--- config.mk ---
export PLATFORM = sky130hd
export DESIGN_NAME = ddr3_cmd_monitor
export DESIGN_NICKNAME = d
export VERILOG_FILES = /design/src/rtl/ddr3_cmd_monitor.sv
export SDC_FILE = /design/constraint.sdc
export NUM_CORES = 1
export LEC_CHECK = 0
export ABC_AREA = 1
export CORE_MARGIN = 3
export CORE_UTILIZATION = 40
export CTS_BUF_LIST = sky130_fd_sc_hd__clkbuf_8
export DETAILED_ROUTE_END_ITERATION = 7
export HOLD_SLACK_MARGIN = 0.1
export SETUP_SLACK_MARGIN = 0.2
export SKIP_CTS_REPAIR_TIMING = 1
export SYNTH_ARGS = -nofsm -noshare
export SYNTH_HDL_FRONTEND = slang
export SYNTH_SLANG_ARGS = --single-unit
--- constraint.sdc ---
create_clock -name clk -period 2.79 [get_ports clk]
set_input_delay 0.6975 -clock clk [delete_from_list [all_inputs] [get_ports clk]]
set_output_delay 0.6975 -clock clk [all_outputs]
set_load 0.01 [all_outputs]
--- src/rtl/ddr3_cmd_monitor.sv ---
`default_nettype none
// ============================================================================
// Module      : ddr3_cmd_monitor
// Description : Passive DDR3 command-bus decoder and protocol checker. Samples
//               the controller's command pins once per clock, decodes the
//               command, tracks per-bank open-row state and refresh/MRS
//               timing, and flags protocol violations.
// Ports       : clk, reset          - clock, synchronous active-high reset
//               address, bank_address, ck_en, cs_n, ras_n, cas_n, we_n,
//               reset_n              - observed DDR3 command pins
//               cmd_valid/code/bank/addr - registered decoded command
//               bank_open            - bit per bank, row open
//               err_pulse, err_sticky - violation flags
//               act/rd/wr_count      - saturating legal-command counters
// Revision    : 1.0 - initial release
// ============================================================================
module ddr3_cmd_monitor #(
    parameter int ADDRESS_BITWIDTH      = 15,
    parameter int BANK_ADDRESS_BITWIDTH = 3,
    parameter int T_RCD                 = 1,
    parameter int T_RP                  = 1,
    parameter int T_RFC                 = 8,
    parameter int T_MRD                 = 4
) (
    input  logic                                  clk,
    input  logic                                  reset,
    input  logic [ADDRESS_BITWIDTH-1:0]           address,
    input  logic [BANK_ADDRESS_BITWIDTH-1:0]      bank_address,
    input  logic                                  ck_en,
    input  logic                                  cs_n,
    input  logic                                  ras_n,
    input  logic                                  cas_n,
    input  logic                                  we_n,
    input  logic                                  reset_n,
    output logic                                  cmd_valid,
    output logic [3:0]                            cmd_code,
    output logic [BANK_ADDRESS_BITWIDTH-1:0]      cmd_bank,
    output logic [ADDRESS_BITWIDTH-1:0]           cmd_addr,
    output logic [(1<<BANK_ADDRESS_BITWIDTH)-1:0] bank_open,
    output logic [5:0]                            err_pulse,
    output logic                                  err_sticky,
    output logic [15:0]                           act_count,
    output logic [15:0]                           rd_count,
    output logic [15:0]                           wr_count
);

    localparam int c_NUM_BANKS = 1 << BANK_ADDRESS_BITWIDTH;
    localparam int c_TIMER_W   = 8;

    // Timers reload with T-1 so that a timer reading zero on the edge a
    // command arrives means "k >= T cycles have elapsed".
    localparam logic [c_TIMER_W-1:0] c_RCD_LOAD  = c_TIMER_W'((T_RCD > 1) ? T_RCD - 1 : 0);
    localparam logic [c_TIMER_W-1:0] c_RP_LOAD   = c_TIMER_W'((T_RP  > 1) ? T_RP  - 1 : 0);
    localparam logic [c_TIMER_W-1:0] c_RFC_LOAD  = c_TIMER_W'((T_RFC > 1) ? T_RFC - 1 : 0);
    localparam logic [c_TIMER_W-1:0] c_MRD_LOAD  = c_TIMER_W'((T_MRD > 1) ? T_MRD - 1 : 0);
    localparam logic [c_TIMER_W-1:0] c_TIMER_ONE = c_TIMER_W'(1);

    localparam logic [3:0] c_CMD_NOP  = 4'd0;
    localparam logic [3:0] c_CMD_ACT  = 4'd1;
    localparam logic [3:0] c_CMD_PRE  = 4'd2;
    localparam logic [3:0] c_CMD_PREA = 4'd3;
    localparam logic [3:0] c_CMD_RD   = 4'd4;
    localparam logic [3:0] c_CMD_WR   = 4'd5;
    localparam logic [3:0] c_CMD_REF  = 4'd6;
    localparam logic [3:0] c_CMD_MRS  = 4'd7;
    localparam logic [3:0] c_CMD_ZQCL = 4'd8;
    localparam logic [3:0] c_CMD_DES  = 4'd15;

    localparam logic [1:0] c_BANK_IDLE        = 2'd0;
    localparam logic [1:0] c_BANK_ACTIVATING  = 2'd1;
    localparam logic [1:0] c_BANK_ACTIVE      = 2'd2;
    localparam logic [1:0] c_BANK_PRECHARGING = 2'd3;

    localparam logic [1:0] c_GLB_NORMAL     = 2'd0;
    localparam logic [1:0] c_GLB_REFRESHING = 2'd1;
    localparam logic [1:0] c_GLB_MRS_WAIT   = 2'd2;

    localparam logic [15:0] c_COUNT_MAX = 16'hFFFF;

    // ------------------------------------------------------------------
    // State
    // ------------------------------------------------------------------
    logic [1:0]                       r_bank_state [c_NUM_BANKS];
    logic [c_TIMER_W-1:0]             r_bank_timer [c_NUM_BANKS];
    logic [1:0]                       r_glb_state;
    logic [c_TIMER_W-1:0]             r_glb_timer;

    logic                             r_cmd_valid;
    logic [3:0]                       r_cmd_code;
    logic [BANK_ADDRESS_BITWIDTH-1:0] r_cmd_bank;
    logic [ADDRESS_BITWIDTH-1:0]      r_cmd_addr;
    logic [5:0]                       r_err_pulse;
    logic                             r_err_sticky;
    logic [15:0]                      r_act_count;
    logic [15:0]                      r_rd_count;
    logic [15:0]                      r_wr_count;

    // ------------------------------------------------------------------
    // Decode
    // ------------------------------------------------------------------
    logic       w_suppress;
    logic [3:0] w_code;
    logic       w_valid;

    assign w_suppress = !ck_en || !reset_n;

    always_comb begin
        w_code = c_CMD_DES;
        if (!cs_n) begin
            case ({ras_n, cas_n, we_n})
                3'b111: w_code = c_CMD_NOP;
                3'b011: w_code = c_CMD_ACT;
                3'b010: w_code = address[10] ? c_CMD_PREA : c_CMD_PRE;
                3'b101: w_code = c_CMD_RD;
                3'b100: w_code = c_CMD_WR;
                3'b001: w_code = c_CMD_REF;
                3'b000: w_code = c_CMD_MRS;
                3'b110: w_code = c_CMD_ZQCL;
                default: w_code = c_CMD_DES;
            endcase
        end
    end

    assign w_valid = !w_suppress && (w_code != c_CMD_NOP) && (w_code != c_CMD_DES);

    // ------------------------------------------------------------------
    // Effective bank status: a timer at zero counts as already expired.
    // ------------------------------------------------------------------
    logic [c_NUM_BANKS-1:0] w_bank_open;
    logic [c_NUM_BANKS-1:0] w_bank_idle;
    logic [c_NUM_BANKS-1:0] w_bank_ready;
    logic [c_NUM_BANKS-1:0] w_bank_sel;

    generate
        for (genvar g = 0; g < c_NUM_BANKS; g++) begin : g_bank
            assign w_bank_open[g]  = (r_bank_state[g] == c_BANK_ACTIVATING) ||
                                     (r_bank_state[g] == c_BANK_ACTIVE);
            assign w_bank_idle[g]  = (r_bank_state[g] == c_BANK_IDLE) ||
                                     ((r_bank_state[g] == c_BANK_PRECHARGING) &&
                                      (r_bank_timer[g] == '0));
            assign w_bank_ready[g] = (r_bank_state[g] == c_BANK_ACTIVE) ||
                                     ((r_bank_state[g] == c_BANK_ACTIVATING) &&
                                      (r_bank_timer[g] == '0));
            assign w_bank_sel[g]   = (bank_address == BANK_ADDRESS_BITWIDTH'(g));
        end
    endgenerate

    logic       w_any_open;
    logic       w_rfc_busy;
    logic       w_mrd_busy;
    logic [5:0] w_err;
    logic       w_legal;

    assign w_any_open = |w_bank_open;
    assign w_rfc_busy = (r_glb_state == c_GLB_REFRESHING) && (r_glb_timer != '0);
    assign w_mrd_busy = (r_glb_state == c_GLB_MRS_WAIT)   && (r_glb_timer != '0);

    always_comb begin
        w_err = '0;
        if (w_valid) begin
            w_err[0] = (w_code == c_CMD_ACT) && !w_bank_idle[bank_address];
            w_err[1] = ((w_code == c_CMD_RD) || (w_code == c_CMD_WR)) &&
                       !w_bank_ready[bank_address];
            w_err[2] = (w_code == c_CMD_REF) && w_any_open;
            w_err[3] = w_rfc_busy;
            w_err[4] = w_mrd_busy;
            w_err[5] = ((w_code == c_CMD_MRS) || (w_code == c_CMD_ZQCL)) && w_any_open;
        end
    end

    assign w_legal = w_valid && (w_err == '0);

    // ------------------------------------------------------------------
    // Per-bank FSMs. Illegal commands never reach here (w_legal gates them).
    // With ck_en low the states hold but the timers keep running.
    // ------------------------------------------------------------------
    always_ff @(posedge clk) begin
        for (int b = 0; b < c_NUM_BANKS; b++) begin
            if (reset || !reset_n) begin
                r_bank_state[b] <= c_BANK_IDLE;
                r_bank_timer[b] <= '0;
            end else begin
                if (r_bank_timer[b] != '0) begin
                    r_bank_timer[b] <= r_bank_timer[b] - c_TIMER_ONE;
                end
                if (ck_en) begin
                    if (w_legal && (w_code == c_CMD_ACT) && w_bank_sel[b]) begin
                        r_bank_state[b] <= c_BANK_ACTIVATING;
                        r_bank_timer[b] <= c_RCD_LOAD;
                    end else if (w_legal && w_bank_open[b] &&
                                 ((w_code == c_CMD_PREA) ||
                                  ((w_code == c_CMD_PRE) && w_bank_sel[b]))) begin
                        r_bank_state[b] <= c_BANK_PRECHARGING;
                        r_bank_timer[b] <= c_RP_LOAD;
                    end else if ((r_bank_state[b] == c_BANK_ACTIVATING) &&
                                 (r_bank_timer[b] == '0)) begin
                        r_bank_state[b] <= c_BANK_ACTIVE;
                    end else if ((r_bank_state[b] == c_BANK_PRECHARGING) &&
                                 (r_bank_timer[b] == '0)) begin
                        r_bank_state[b] <= c_BANK_IDLE;
                    end
                end
            end
        end
    end

    // ------------------------------------------------------------------
    // Global refresh / mode-register FSM
    // ------------------------------------------------------------------
    always_ff @(posedge clk) begin
        if (reset || !reset_n) begin
            r_glb_state <= c_GLB_NORMAL;
            r_glb_timer <= '0;
        end else begin
            if (r_glb_timer != '0) begin
                r_glb_timer <= r_glb_timer - c_TIMER_ONE;
            end
            if (w_legal && (w_code == c_CMD_REF)) begin
                r_glb_state <= c_GLB_REFRESHING;
                r_glb_timer <= c_RFC_LOAD;
            end else if (w_legal && (w_code == c_CMD_MRS)) begin
                r_glb_state <= c_GLB_MRS_WAIT;
                r_glb_timer <= c_MRD_LOAD;
            end else if ((r_glb_state != c_GLB_NORMAL) && (r_glb_timer == '0)) begin
                r_glb_state <= c_GLB_NORMAL;
            end
        end
    end

    // ------------------------------------------------------------------
    // Registered command report, error flags and counters.
    // Counters and the sticky flag survive reset_n; only reset clears them.
    // ------------------------------------------------------------------
    always_ff @(posedge clk) begin
        if (reset) begin
            r_cmd_valid  <= 1'b0;
            r_cmd_code   <= c_CMD_DES;
            r_cmd_bank   <= '0;
            r_cmd_addr   <= '0;
            r_err_pulse  <= '0;
            r_err_sticky <= 1'b0;
            r_act_count  <= '0;
            r_rd_count   <= '0;
            r_wr_count   <= '0;
        end else begin
            r_cmd_valid  <= w_valid;
            r_cmd_code   <= w_suppress ? c_CMD_DES : w_code;
            r_cmd_bank   <= w_suppress ? '0 : bank_address;
            r_cmd_addr   <= w_suppress ? '0 : address;
            r_err_pulse  <= w_err;
            r_err_sticky <= r_err_sticky || (w_err != '0);
            if (w_legal && (w_code == c_CMD_ACT) && (r_act_count != c_COUNT_MAX)) begin
                r_act_count <= r_act_count + 16'd1;
            end
            if (w_legal && (w_code == c_CMD_RD) && (r_rd_count != c_COUNT_MAX)) begin
                r_rd_count <= r_rd_count + 16'd1;
            end
            if (w_legal && (w_code == c_CMD_WR) && (r_wr_count != c_COUNT_MAX)) begin
                r_wr_count <= r_wr_count + 16'd1;
            end
        end
    end

    assign cmd_valid  = r_cmd_valid;
    assign cmd_code   = r_cmd_code;
    assign cmd_bank   = r_cmd_bank;
    assign cmd_addr   = r_cmd_addr;
    assign bank_open  = w_bank_open;
    assign err_pulse  = r_err_pulse;
    assign err_sticky = r_err_sticky;
    assign act_count  = r_act_count;
    assign rd_count   = r_rd_count;
    assign wr_count   = r_wr_count;

endmodule
`default_nettype wire
==> results.py <==
metrics = {
    "outcome": {
        "status": "completed",
    },
    "timing": {
        "drv_slew": 0,
        "clock.fmax_mhz": 360,
        "fin_crit_sh_pct": 99.5,
        "setup_tns_ns": 0,
        "finalCriticalPeriod_ns": 2.78,
        "setup_viol": 0,
        "finalHoldViolations": 0,
        "rsz0062_at_grt": "yes",
        "worstMarginPinSlew_ns": 0.729,
        "slew_headroom_pct": 51.4,
        "clock_skew_ns": 0.0221,
    },
    "pwr": {
        "clock_power_share_pct": 20.8,
        "power_switching_uw": 3350,
        "power_leakage_uw": 0.00592,
        "p_int_uw": 5720,
        "p_seq_share_pct": 36.6,
        "swShare_pct": 37.0,
        "combPwrFrac_pct": 42.6,
        "irDropWorstVdd_mv": 0.312,
        "power.density_nw_per_um2": 646,
    },
    "finish": {
        "syn_to_final_growth_pct": 43.6,
        "final_core_util_pct": 59.0,
        "post-route-cell-area_um2": 14000,
        "n_antenna_cell": 0,
        "drive_above_1_share_pct": 28.6,
        "finalNetCount": 1595,
        "stdcell_count": 1848,
    },
    "logic_synthesis": {
        "synth_most_common_cell": "nand2_1",
        "yosysTopAreaCell": "edfxtp_1",
        "postSynthCellCount": 1222,
        "synth-main-ff-cell": "dfxtp_1",
        "synth_common_cells": "nand2_1 (223), nor2_1 (171), inv_1 (165), dfxtp_1 (88), nand3_1 (86)",
        "synth.distinct_cells": 41,
        "syn_nets": 1301,
        "synthTopCellsByArea": "edfxtp_1 (25%), dfxtp_1 (18%), nand2_1 (8.6%), ha_1 (6.8%), nor2_1 (6.6%)",
        "synth.avg_cell_area_um2": 7.99,
        "synth-seq-area-share_pct": 42.7,
        "synth_area_um2": 9760,
        "synth-async-reset-ratio_pct": 0,
        "synth_top_cell_area_share_pct": 24.6,
        "ys_ff_latch": 168,
        "yosysWarnings": 0,
        "synth_edf_count": 80,
    },
    "die": {
        "die_area_um2": 26300,
        "start_util_pct": 41.1,
        "fp.coreArea_um2": 23800,
        "num_io_pins": 112,
        "rows": 56,
        "die_h_um": 162,
        "die_w_um": 162,
    },
    "global_route": {
        "grt_pass1_wl_mm": 40.2,
        "grt_max_degree": 52,
        "overflow": 0,
        "grt_pass1_vias": 8561,
        "antenna_found_initial": 0,
        "grt_usage_pct": 18.6,
    },
    "routing": {
        "wl_per_cell_um": 13.7,
        "via_count": 8870,
        "postRouteWirelength_mm": 25.2,
        "drt_iter0_markers": 475,
        "antenna_left": 0,
        "route.detailed.drc": 0,
        "firstDrtPassIters": 5,
        "routed_via_density": 4.80,
    },
    "clock_tree": {
        "clk_pin_slew_worst_paths_ns": 0.10,
        "cts_tree": "done",
        "root_buffer": "clkbuf_8",
        "cts_max_path_buffers": 2,
        "clkSinkCount": 168,
        "insertion_delay_ns": 0.47,
        "numCtsBuffers": 17,
        "htreeDepth": 4,
    },
    "min_path": {
        "worstHoldStart": "r_glb_timer[5]",
        "worstHoldEndpoint": "r_glb_timer[5]",
        "hp-class": "flop to flop",
        "whs_path_depth": 2,
    },
    "placement": {
        "dp.cells": 1784,
        "port-buffer-count": 111,
        "place_area_um2": 12500,
        "hpwl_mm": 18.1,
        "gp_congestion": 0.876,
    },
    "setup_path": {
        "critPathRequiredTime_ns": 2.97,
        "worstPathMaxFanout": 8,
        "reg2regPathDepth": 16,
        "start_kind": "flop",
        "worst_r2r_endpoint": "r_bank_timer[0][5]",
        "critPathKind": "flop to flop",
        "end_kind": "flop",
        "rr_startpoint": "r_bank_state[1][2]",
        "worstPathArrival_ns": 2.96,
        "r2r_slack_ns": 0.01,
    },
    "flow_run": {
        "maxCapViolations": 0,
    },
}
-- worst max-delay path, cell delays in order, from the launching register on --
cell	delay, ns
edfxtp_1	0.41
inv_2	0.10
ha_4	0.21
inv_2	0.06
nand4_1	0.14
nor2_2	0.16
nor2_1	0.06
nand2_1	0.08
nand2_1	0.07
nor3_2	0.20
buf_4	0.16
nand3_4	0.12
nor2_4	0.26
nand2_4	0.06
and2_4	0.14
nand4_1	0.11
buf_12	0.14
-- placed cells by master, fill, tap and decap left out, types with 26 or more instances in the layout --
cell type / count
nor2_1: 147
nor2_2: 33
nand3_1: 71
dfxtp_1: 88
nand2_1: 183
clkdlybuf4s50_1: 107
xor2_1: 51
inv_1: 143
xnor2_1: 33
a21oi_2: 36
nand4_1: 34
inv_2: 26
nor3_1: 28
a21oi_1: 31
ha_1: 45
buf_4: 161
edfxtp_1: 80
-- registers in the layout, summed over array words and instances (netlist names), 4 cells and up --
| register | flops |
|---|---|
| r_bank_timer | 64 |
| act_count | 16 |
| r_bank_state | 16 |
| rd_count | 16 |
| wr_count | 16 |
| cmd_addr | 15 |
| r_glb_timer | 8 |
| err_pulse | 6 |
| cmd_code | 4 |
-- layer usage --
layer | global-route usage [%] | share of wire [%]
met1 | 24.7 | 47
met2 | 31.1 | 48
met3 | 3.80 | 3.5
met4 | 4.81 | 1.4
met5 | 0 | 0
-- layout make-up --
type                    instances  area [µm²]
clock buffers                  17         234
clock inverters                15         185
fillers                      2170        9730
inverters                     170         643
multi-input cells             857        5670
flip-flops and latches        168        4160
well taps                     319         399
repair buffers                302        2730
-- per-stage QoR --
stage / hold slack, ns / setup WS (ns) / power, µW
final: 0.484 / 0.0136 / 9070
after global routing: 0.504 / -0.0912 / 9760
after CTS: 0.488 / -0.195 / 8790
after detailed placement: 0.475 / -0.631 / 6860
after global placement: 0.460 / -0.519 / 6810
after floorplan: 0.444 / 0.105 / 5730
-- how the worst max path moves through the flow --
stage	startpoint	end	slack, ns
global route	r_bank_state[1][2]	r_bank_timer[0][5]	-0.09
CTS	r_bank_state[1][5]	r_bank_timer[1][5]	-0.19
global placement	cas_n	r_bank_timer[1][2]	-0.52
floorplan	cas_n	r_bank_timer[0][0]	0.11
finish	r_bank_state[1][2]	r_bank_timer[0][5]	0.01
detailed placement	cas_n	r_bank_timer[1][3]	-0.63
-- cell families after synthesis --
logic type / share of synthesized area (%)
fa+ha+maj: 6.79
simple gates: 29.2
flops: 42.7
xor+xnor: 7.54
compound gates: 5.74
buf+inv: 8.12
-- power groups by stage --
stage	logic, µW	clock network [µW]	registers (µW)
2_1_floorplan	2400	0	3330
3_3_place_gp	3460	0	3350
3_5_place_dp	3500	0	3360
4_1_cts	3540	1950	3310
5_1_grt	4360	2040	3370
6_report	3860	1890	3320
No activity file was read; power rests on OpenSTA's default activity.
